File: config.mk
export PLATFORM = sky130hd
export DESIGN_NAME = gcd_controller_flat
export DESIGN_NICKNAME = d
export VERILOG_FILES = /design/src/rtl/gcd_controller_if.sv /design/src/rtl/gcd_controller.sv /design/src/flat_wrapper.sv
export SDC_FILE = /design/constraint.sdc
export NUM_CORES = 1
export LEC_CHECK = 0
export BUFFER_PORTS_ARGS = -buffer_cell sky130_fd_sc_hd__buf_2
export CORE_ASPECT_RATIO = 1.4
export CORE_MARGIN = 3
export CORE_UTILIZATION = 27
export CTS_BUF_LIST = sky130_fd_sc_hd__clkbuf_4
export DETAILED_ROUTE_END_ITERATION = 8
export PLACE_DENSITY = 0.41
export SLEW_MARGIN = 20
export SYNTH_ARGS = -nofsm -noshare
export SYNTH_HDL_FRONTEND = slang
export SYNTH_SLANG_ARGS = --single-unit
File: constraint.sdc
create_clock -name clk -period 2.65 [get_ports clk]
set_clock_uncertainty 0.1 [all_clocks]
set_input_delay 0.6625 -clock clk [delete_from_list [all_inputs] [get_ports clk]]
set_output_delay 0.6625 -clock clk [all_outputs]
set_load 0.03 [all_outputs]
File: src/rtl/gcd_controller_if.sv
// Request/response bundle between the operand source and the GCD engine.
// Source drives start/a/b and observes busy/done/gcd.
// Ports: start, a, b (source -> engine); busy, done, gcd (engine -> source).
interface gcd_controller_if #(
    parameter int WIDTH = 8
);
    logic             start;
    logic [WIDTH-1:0] a;
    logic [WIDTH-1:0] b;
    logic             busy;
    logic             done;
    logic [WIDTH-1:0] gcd;

    // Operand source / result consumer side.
    modport master (
        output start,
        output a,
        output b,
        input  busy,
        input  done,
        input  gcd
    );

    // GCD engine side.
    modport slave (
        input  start,
        input  a,
        input  b,
        output busy,
        output done,
        output gcd
    );
endinterface

File: src/rtl/gcd_controller.sv
// Purpose: binary (Stein) GCD engine on one shared subtract/shift datapath.
// Latency: done 2 cycles after accept for a zero operand, at most 4*WIDTH+4 otherwise.
// Backpressure: one job in flight; start is ignored unless idle (busy low).
// Ports: clk, rst_n (async active-low); bus.start/a/b request, bus.busy/done/gcd result.
//        gcd holds its value until it is rewritten by the next computation.
module gcd_controller #(
    parameter int WIDTH = 8
) (
    input  logic           clk,
    input  logic           rst_n,
    gcd_controller_if.slave bus
);
    localparam int KW = $clog2(WIDTH);

    typedef enum logic [2:0] {
        IDLE,
        CHECK,
        ODDA,
        REDUCE,
        SCALE,
        DONE
    } state_t;

    state_t           state;
    logic [WIDTH-1:0] ra;
    logic [WIDTH-1:0] rb;
    logic [KW-1:0]    k;
    logic             busy_q;
    logic             done_q;
    logic [WIDTH-1:0] gcd_q;

    // Single subtractor ra + ~rb + 1. Its carry-out is the "no borrow" flag,
    // i.e. ra >= rb, and doubles as the comparator for the reduce step.
    logic [WIDTH:0]   sub;
    logic             ra_ge_rb;
    logic [WIDTH-1:0] diff;
    logic [WIDTH-1:0] neg_diff;

    assign sub      = {1'b0, ra} + {1'b0, ~rb} + {{WIDTH{1'b0}}, 1'b1};
    assign ra_ge_rb = sub[WIDTH];
    assign diff     = sub[WIDTH-1:0];
    // When ra < rb the wrapped difference is -(rb - ra); negate it back.
    assign neg_diff = ~diff + {{(WIDTH-1){1'b0}}, 1'b1};

    assign bus.busy = busy_q;
    assign bus.done = done_q;
    assign bus.gcd  = gcd_q;

    always_ff @(posedge clk or negedge rst_n) begin
        if (!rst_n) begin
            state  <= IDLE;
            ra     <= '0;
            rb     <= '0;
            k      <= '0;
            busy_q <= 1'b0;
            done_q <= 1'b0;
            gcd_q  <= '0;
        end else begin
            done_q <= 1'b0;
            case (state)
                IDLE: begin
                    busy_q <= 1'b0;
                    if (bus.start) begin
                        ra     <= bus.a;
                        rb     <= bus.b;
                        k      <= '0;
                        busy_q <= 1'b1;
                        state  <= CHECK;
                    end
                end
                CHECK: begin
                    if (ra == '0 || rb == '0) begin
                        gcd_q  <= ra | rb;
                        done_q <= 1'b1;
                        state  <= DONE;
                    end else if (!ra[0] && !rb[0]) begin
                        // Common factor of two: remember it in k.
                        ra <= ra >> 1;
                        rb <= rb >> 1;
                        k  <= k + KW'(1);
                    end else begin
                        state <= ODDA;
                    end
                end
                ODDA: begin
                    if (!ra[0]) begin
                        ra <= ra >> 1;
                    end else begin
                        state <= REDUCE;
                    end
                end
                REDUCE: begin
                    // ra stays odd here, so the difference of two odds is even
                    // and the following cycles shift it down.
                    if (rb == '0) begin
                        state <= SCALE;
                    end else if (!rb[0]) begin
                        rb <= rb >> 1;
                    end else if (ra_ge_rb) begin
                        // Equal operands land here too; the outcome (ra kept,
                        // rb cleared) is the same as the rb - ra branch.
                        ra <= rb;
                        rb <= diff;
                    end else begin
                        rb <= neg_diff;
                    end
                end
                SCALE: begin
                    gcd_q  <= ra << k;
                    done_q <= 1'b1;
                    state  <= DONE;
                end
                DONE: begin
                    busy_q <= 1'b0;
                    state  <= IDLE;
                end
                default: begin
                    state <= IDLE;
                end
            endcase
        end
    end
endmodule

File: src/flat_wrapper.sv
// flat-port wrapper written by rule: the top's interface ports become plain ports
module gcd_controller_flat 
#(
    parameter int WIDTH = 8
)
  (clk, rst_n, bus_start, bus_a, bus_b, bus_busy, bus_done, bus_gcd);
  gcd_controller_if #(.WIDTH(WIDTH)) bus_i ();
  input  logic clk;
  input  logic rst_n;
  input wire logic [$bits(bus_i.start)-1:0] bus_start;
  input wire logic [$bits(bus_i.a)-1:0] bus_a;
  input wire logic [$bits(bus_i.b)-1:0] bus_b;
  output wire logic [$bits(bus_i.busy)-1:0] bus_busy;
  output wire logic [$bits(bus_i.done)-1:0] bus_done;
  output wire logic [$bits(bus_i.gcd)-1:0] bus_gcd;
  assign bus_i.start = bus_start;
  assign bus_i.a = bus_a;
  assign bus_i.b = bus_b;
  assign bus_busy = bus_i.busy;
  assign bus_done = bus_i.done;
  assign bus_gcd = bus_i.gcd;
  gcd_controller #(.WIDTH(WIDTH)) u_core (.clk(clk), .rst_n(rst_n), .bus(bus_i));
endmodule
# --- Word-level counts from Yosys, hierarchy flattened ---
# Index checks and enable logic that the tools add are counted.
totals:
  ff_bits: 32
  latchBits: 0
  mem_bits_rw: 0
  rom_bits: 0
  inputBits: 19
  out_inout_bits: 10
  wordCells: 81
  n_memories: 0
classes:
  addsub: 4
  multipliers: 0
  n_div: 0
  magnitude_cmp: 0
  eq_ne: 16
  shift: 1
  n_mux: 31
  n_bitwise: 3
  n_reduce_logical: 18
op_table:
  columns: ["operator", "count"]
  rows:
  - ["$mux W8", 14]
  - ["$pmux W8 S4", 1]
  - ["$mux W3", 8]
  - ["$pmux W8 S3", 1]
  - ["$logic_not A8 Y1", 2]
  - ["$not A8 Y8", 2]
  - ["$pmux W8 S2", 1]
  - ["$pmux W3 S5", 1]
  - ["$ne A2 B1 Y1 const B", 6]
  - ["$add A8 B8 Y9", 1]
  - ["$add A9 B1 Y9 const B", 1]
  - ["$add A8 B1 Y8 const B", 1]
  - ["$ne A2 B2 Y1 const B", 4]
  - ["$or A8 B8 Y8", 1]
  - ["$reduce_and A4 Y1", 2]
  - ["$reduce_and A8 Y1", 1]
  - ["$shl A8 B3 Y8", 1]
  - ["$reduce_and A7 Y1", 1]
  - ["$eq A3 B2 Y1 const B", 2]
  - ["$eq A3 B3 Y1 const B", 2]
  - ["$pmux W3 S2", 1]
  - ["$reduce_bool A2 Y1", 3]
  - ["$reduce_and A5 Y1", 1]
  - ["$pmux W1 S2", 2]
  - ["other kinds (11)", 13]

# --- Depth between registers and ports, before layout ---
# Gate-level depths: netlist of the first run.
depth:
  ltp_word: 9
  mapped_depth: 11
  depth_no_buf: 11

# --- Least setup slack after synthesis of the first run ---
# OpenSTA, ideal clock, no wires.
synth_path:
  path_type: "reg2reg"
  start: "reg u_core.ra[0]"
  end: "reg u_core.rb[3]"
  setup_ns: 0.131
  arrival_ns: 2.439
  required_time_ns: 2.419
  slack_ns: -0.019
  path_stages_with_launch: 11
  path_buffers: 0
  period_less_slack_ns: 2.669
  path_cell_list: "dfrtp_1 inv_1 ha_1 inv_1 fa_1 nor2b_2 o2111ai_2 a31oi_4 or4_1 nand3_1 a31oi_1"
synth_via:
  elab_chain_len: 8
  elab_cells_between_ends: 15
  classes_between: "3 x add/sub; 2 x eq/ne; 4 x mux; 1 x bitwise; 5 x reduce/logical"
synth_lines:
  columns: ["element", "line", "source"]
  rows:
  - ["from (decl)", "gcd_controller.sv:25", "logic [WIDTH-1:0] ra;"]
  - ["from (signal assigned)", "gcd_controller.sv:64", "ra <= bus.a;"]
  - ["from (signal assigned)", "gcd_controller.sv:78", "ra <= ra >> 1;"]
  - ["from (signal assigned)", "gcd_controller.sv:87", "ra <= ra >> 1;"]
  - ["$add A8 B8 Y9", "gcd_controller.sv:39", "assign sub = {1'b0, ra} + {1'b0, ~rb} + {{WIDTH{1'b0}}, 1'b1};"]
  - ["$add A9 B1 Y9", "gcd_controller.sv:39", null]
  - ["$not A8 Y8", "gcd_controller.sv:43", "assign neg_diff = ~diff + {{(WIDTH-1){1'b0}}, 1'b1};"]
  - ["$add A8 B1 Y8", "gcd_controller.sv:43", null]
  - ["$mux W8", "gcd_controller.sv:99", "end else if (ra_ge_rb) begin"]
  - ["$mux W8", "gcd_controller.sv:97", "end else if (!rb[0]) begin"]
  - ["$mux W8", "gcd_controller.sv:95", "if (rb == '0) begin"]
  - ["$pmux W8 S3", "gcd_controller.sv:60", "case (state)"]
  - ["to (signal assigned)", "gcd_controller.sv:65", "rb <= bus.b;"]
  - ["to (signal assigned)", "gcd_controller.sv:98", "rb <= rb >> 1;"]
  - ["to (signal assigned)", "gcd_controller.sv:103", "rb <= diff;"]
  - ["to (decl)", "gcd_controller.sv:26", "logic [WIDTH-1:0] rb;"]
# Parallel ways exist; a longest one is shown, timed or not. The select of a mux whose other input is x is not followed.
# A chain may end at the register's enable or synchronous reset.

# --- Final worst setup path of the first run ---
layout_path:
  start: "reg u_core.ra[0]"
  end: "reg u_core.rb[4]"
# Same word-level chain as after synthesis.

==> results.md, run 1 <==
- Sum Neg Setup Slack: 0 ps
- Num rows: 43
- Ranking of synthesized cells by area: dfrtp_1, ha_1, mux2i_1, a21oi_1, nor2_1
- Max Clk Rate: 399.9 MHz
- Final Max Slew Viols: 0
- Share of layout cells above drive strength 1: 0.2670
- I/O Pins: 29
- Tmin final: 2500 ps
- # H-tree levels: 2
- RSZ-0062 raised after global routing: no
- Setup slack, reg-to-reg: 150 ps
- GPL Wtd Cong: 0.8036
- Worst R2R Start: u_core.ra[0]
- Max FO, Critical Path: 7
- RR Endpoint: u_core.rb[4]
- First-pass GRT wire length: 14.28 mm
- Yosys warns: 0
- Final setup viols: 0
- Detail Route Antenna Nets: 0
- Synth top area share: 0.2871
- Most used DFF post-synth: dfrtp_1
- Max-slew headroom: 0.4737
- Critical Path RT: 2810 ps
- Mean Syn Cell Area: 8.798 um2
- DR pass1 iterations: 7
- Top cells by count, synth: dfrtp_1, nor2_1, inv_1
- Distinct cells, synth: 72
- Syn_nets: 355
- Startpoint types: flop
- Hold Fails Final Rpt: 0
- CTS Root Cell: clkbuf_4
- Area leader, netlist: dfrtp_1
- Min Hold Slack: 264.0 ps
- Final period util: 0.9436
- Number of global-route vias before repair: 2,630
- Most frequent cell after synthesis: dfrtp_1
- Initial drt markers: 155
- Routed vias/inst: 5.165
- Worst R2R Path Depth: 10
- Global route overflow: 0
- Drt wl/cell: 18.29 um
- Die Ht: 126.3 um
- Number of synthesized flops with an enable pin: 0
- Worst slew pin tran: 789.4 ps
- Bufs on Longest Clock Path: 2
- Crit end category: flop
- GRT Util Overall: 0.1612
- Synthesized netlist cell count: 317
- WP data arrival: 2660 ps
- Starting density of the core: 0.2787
- DRC: 0
- Synth Register Bits: 32
- Cell Area, Synth: 2789 um2
- Status: finished clean
- Nets@finish: 404
- Initial antenna violation count: 0
- Clk_lat worst skew: 360 ps
- Asr flop ratio synth: 1.000
- CTS tree: built
- DIE WIDTH: 91.90 um
- Clk sinks: 32
- Postcts setup bufs: 0
- Hold Path Class: input port to async pin
- CTS Buf Count: 5
- Register area share after synthesis: 0.2871
- P&R area growth vs syn: 19.96%
- Vias: 2,593
- Buffers on Ports: 28
- Core area: 10,010 um2
- Largest net degree at the start of global routing: 33
- Diodes inserted: 0
- Detailed placement HPWL: 7.524 mm
- Max-cap violations: 0
- Detailed-route wire length: 9.183 mm
- Full die area: 11,600 um2
- Crit Path Category: flop to flop
- Clock transition at path regs: 120 ps
[per-stage QoR]
stage | setup WS, ps | area [um2] | utilization | instances
6_report | 149.5 | 3346 | 0.3343 | 502
3_5_place_dp | 91.93 | 3248 | 0.3246 | 494
3_3_place_gp | 128.9 | 3248 | 0.3246 | 494
5_1_grt | 32.55 | 3346 | 0.3343 | 502
4_1_cts | 49.23 | 3304 | 0.3302 | 502
2_1_floorplan | 21.48 | 2789 | - | 317
[layout make-up]
cell class                      instances  area (um2)
Multi-Input combinational cell        242        1849
Clock buffer                            7       52.55
Inverter                               26       97.59
Sequential cell                        32       800.8
Tap cell                              135       168.9
Clock inverter                          1       3.754
Fill cell                            1099        6661
Timing Repair Buffer                   59       372.9
[cells in the final DEF, fill, tap and decap left out, types with 4 or more instances in the layout]
cell      Yosys  final
o21ai_1      10     10
dfrtp_1      32     32
clkbuf_4      0      7
ha_1         18     17
nor3_1        5      4
a31oi_1       4      4
a211oi_1     10     10
nand3_1       6      5
xnor2_1       4      4
nand2_1      20     20
a222oi_1      6      6
inv_1        26     25
a21oi_1      23     22
a22o_1        6      6
buf_2         3     28
o21ai_0       8      8
mux2i_1      13     13
nand2b_1      6      6
buf_4         0     31
nor2b_1       4      4
nor2_1       29     29
[worst max path at each step]
| stage | start | end | slack, ps | cells past startpoint |
|---|---|---|---|---|
| final | u_core.ra[0] | u_core.rb[4] | 150 | 10 |
| after global placement | u_core.ra[0] | u_core.rb[3] | 130 | 10 |
| after global routing | u_core.ra[0] | u_core.rb[4] | 30 | 10 |
| after detailed placement | u_core.ra[0] | u_core.rb[5] | 90 | 10 |
| after CTS | u_core.ra[0] | u_core.ra[3] | 50 | 10 |
| after floorplan | u_core.ra[0] | u_core.rb[3] | 20 | 10 |
[flip-flops by register name, indices dropped and copies added, names as in the netlist]
signal / flops
u_core.bus.gcd: 8
u_core.ra: 8
u_core.bus.busy: 1
u_core.state: 3
u_core.rb: 8
u_core.k: 3
u_core.bus.done: 1
[what timing repair did]
item,4_1_cts,5_1_grt
hold buffers,0,0
setup endpoints to repair,0,12
resized for setup,0,7
[worst max-delay path, cell delays in order, from the launching register on]
cell,delay [ps]
dfrtp_1,410
inv_2,60
ha_2,170
inv_1,50
fa_1,370
nor2b_4,160
o2111ai_4,230
a31oi_4,160
a311oi_1,350
mux2i_1,230
a31oi_1,100
[metal layers]
metal / GRT usage / up-vias / part of all wire
met5: 0 / - / 0
met4: 0.1050 / 0 / 0.064
met3: 0.01732 / 27 / 0.025
met2: 0.2900 / 66 / 0.52
met1: 0.1769 / 1232 / 0.39
li1: - / 1268 / -
[cells by family after synthesis]
group,synth area share
xor+xnor,0.01570
simple gates,0.1705
mux,0.07088
compound gates,0.3033
fa+ha+maj,0.08793
buf+inv,0.06460
flops,0.2871
Power of run 1 is left out: the tool's default activity adds up to more than one toggle a clock period on the data nets, which glitch-free logic cannot reach.
==> run 2: changes to the inputs <==
Settings changed: CORE_MARGIN 3 to 2.
==> run 2 against run 1 <==
Net effect: cell count is 1.2% higher; critical path depth is 1 lower; worst hold slack better by 29 ps; first-iteration DRC count is 17% lower; maximum frequency hardly changed; worst setup slack worse by 0.96 ps; core utilization is 0.36 points higher.
==> results.md, run 2 (synthesis gave the netlist of run 1 again) <==
- Status: finished clean
- Clock transition at path regs: 120 ps (about the same)
- Routed vias/inst: 5.167 (about the same)
- CP Cell Sequence: inv_1, ha_1, nor3_2, a2111oi_4, xnor2_1, buf_4, a311o_1, nand3_1, o211ai_2
- Buffers on Ports: 28 (unchanged)
- Core area: 10,010 um2 (unchanged)
- Largest net degree at the start of global routing: 33 (unchanged)
- Final setup viols: 0 (unchanged)
- Nets@finish: 410 (+1.5%)
- Worst R2R Start: u_core.rb[2]
- DP Area: 3286 um2 (+1.2%)
- GRT Util Overall: 0.1716 (+0.01041)
- Detail Route Antenna Nets: 0 (unchanged)
- Initial drt markers: 128 (-17%)
- Crit Path Category: flop to flop
- Startpoint types: flop
- Power per standard cell area: 1630 nW/um2
- CTS tree: built
- DIE WIDTH: 89.90 um (-2.2%)
- # H-tree levels: 2 (unchanged)
- CTS Root Cell: clkbuf_4
- Die Ht: 124.3 um (-1.6%)
- Overall power: 5.513 mW
- Finished Layout Cells: 508 (+1.2%)
- Max FO, Critical Path: 5 (-2)
- Finished Core Util: 0.3380 (+0.003625)
- First-pass GRT wire length: 14.75 mm (+3.3%)
- Placed Cells: 499 (+1.0%)
- Final period util: 0.9439 (about the same)
- Sum Neg Setup Slack: 0 ps (unchanged)
- Initial antenna violation count: 1 (+1)
- Largest stage delay, worst path: 470 ps (+60 ps)
- Share of layout cells above drive strength 1: 0.2796 (+0.01254)
- Hold Path Class: input port to async pin
- Filler cells: 1,086 (-1.2%)
- Vias: 2,625 (+1.2%)
- Clk sinks: 32 (unchanged)
- Bufs on Longest Clock Path: 2 (unchanged)
- Buffers & Inverters on Critical Path: 2 (unchanged)
- Hold Fails Final Rpt: 0 (unchanged)
- CP startpoint: u_core.rb[2]
- Global route overflow: 0 (unchanged)
- Critical Path RT: 2780 ps (-30 ps)
- WP data arrival: 2630 ps (-30 ps)
- Final Cell Area: 3382 um2 (+1.1%)
- Leakage: 1.533 nW
- Num rows: 43 (unchanged)
- CTS Buf Count: 5 (unchanged)
- Tmin final: 2501 ps (+0.9640 ps)
- Commonest non-fill, non-tap cell in the layout: buf_4
- Number of global-route vias before repair: 2,694 (+2.4%)
- GPL Wtd Cong: 0.8572 (+6.7%)
- Most frequent cells in the layout: buf_4, dfrtp_1, nor2_1
- I/O Pins: 29 (unchanged)
- DR pass1 iterations: 6 (-1)
- Crit end category: flop
- Max-slew headroom: 0.4470 (-0.02672)
- Full die area: 11,170 um2 (-3.7%)
- Crit-path leading delay family: compound AO/OA/AOI/OAI gates
- Max Clk Rate: 399.8 MHz (about the same)
- DRC: 0 (unchanged)
- P&R area growth vs syn: 21.27%
- Starting density of the core: 0.2787 (unchanged)
- Detailed placement HPWL: 7.581 mm (+0.76%)
- Maximum VDD drop: 0.4976 mV
- Clk_lat worst skew: 350 ps (about the same)
- Worst slew pin tran: 829.5 ps (+40.08 ps)
- Detailed-route wire length: 9.383 mm (+2.2%)
- RSZ-0062 raised after global routing: no
- Final Max Slew Viols: 0 (unchanged)
- Max-cap violations: 0 (unchanged)
- Slowest stage cell, crit path: ha_1
- Drt wl/cell: 18.47 um (+0.97%)
[run 2: per-layer routing]
metal  track usage  up-vias  part of all wire
met3       0.02057       15             0.019
li1              -     1288                 -
met1        0.1903     1272              0.40
met4       0.07149        0             0.031
met5             0        -                 0
met2        0.3266       50              0.55
[run 2: worst paths after layout]
check                                         end  slack (ps)  cells after the start
worst max-delay path                 u_core.rb[6]         150                      9
worst min-delay path                 u_core.rb[1]         290                      1
worst max register to register       u_core.rb[6]         150                      9
worst min register to register    u_core.bus.busy         460                      2
max in group asynchronous       u_core.bus.gcd[1]        1630                      1
min in group clk                     u_core.rb[1]         450                      3
[run 2: timing repair]
action | in CTS | in global routing
buffers inserted | 0 | 1
hold buffers | 0 | 0
setup endpoints to repair | 0 | 12
endpoints found under the hold margin | 0 | 0
gates resized for setup | 0 | 5
[run 2: where the power goes]
| group | switching (mW) | internal (mW) | leakage, nW |
|---|---|---|---|
| Sequential | 0.261 | 0.717 | 0.389 |
| Combinational | 2.39 | 1.85 | 1.11 |
| Clock | 0.191 | 0.108 | 0.0315 |
| Total | 2.84 | 2.67 | 1.53 |
[run 2: final cells by class]
cell class / count / area, um2 / area share
antenna: 1 / 2.502 / 0.0007399
tap: 135 / 168.9 / 0.04994
inverter: 26 / 97.59 / 0.02886
timing repair buffer: 65 / 430.4 / 0.1273
clock inverter: 1 / 5.005 / 0.001480
multi-input combinational: 242 / 1832 / 0.5416
sequential: 32 / 800.8 / 0.2368
clock buffer: 6 / 45.04 / 0.01332
[run 2: through the flow]
step | setup WS (ps) | hold WS (ps)
detailed placement | 75.29 | 444.1
CTS | 44.21 | 307.9
global route | 23.95 | 343.9
global placement | 132.6 | 412.4
finish | 148.6 | 293.4
floorplan | 21.48 | 266.9
[run 2: worst register-to-register path, cell delays in order, from the launching register on]
cell	delay (ps)
dfrtp_1	450
inv_1	90
ha_1	470
nor3_2	90
a2111oi_4	400
xnor2_1	110
buf_4	160
a311o_1	290
nand3_1	110
o211ai_2	100
No activity file was read; power rests on OpenSTA's default activity.
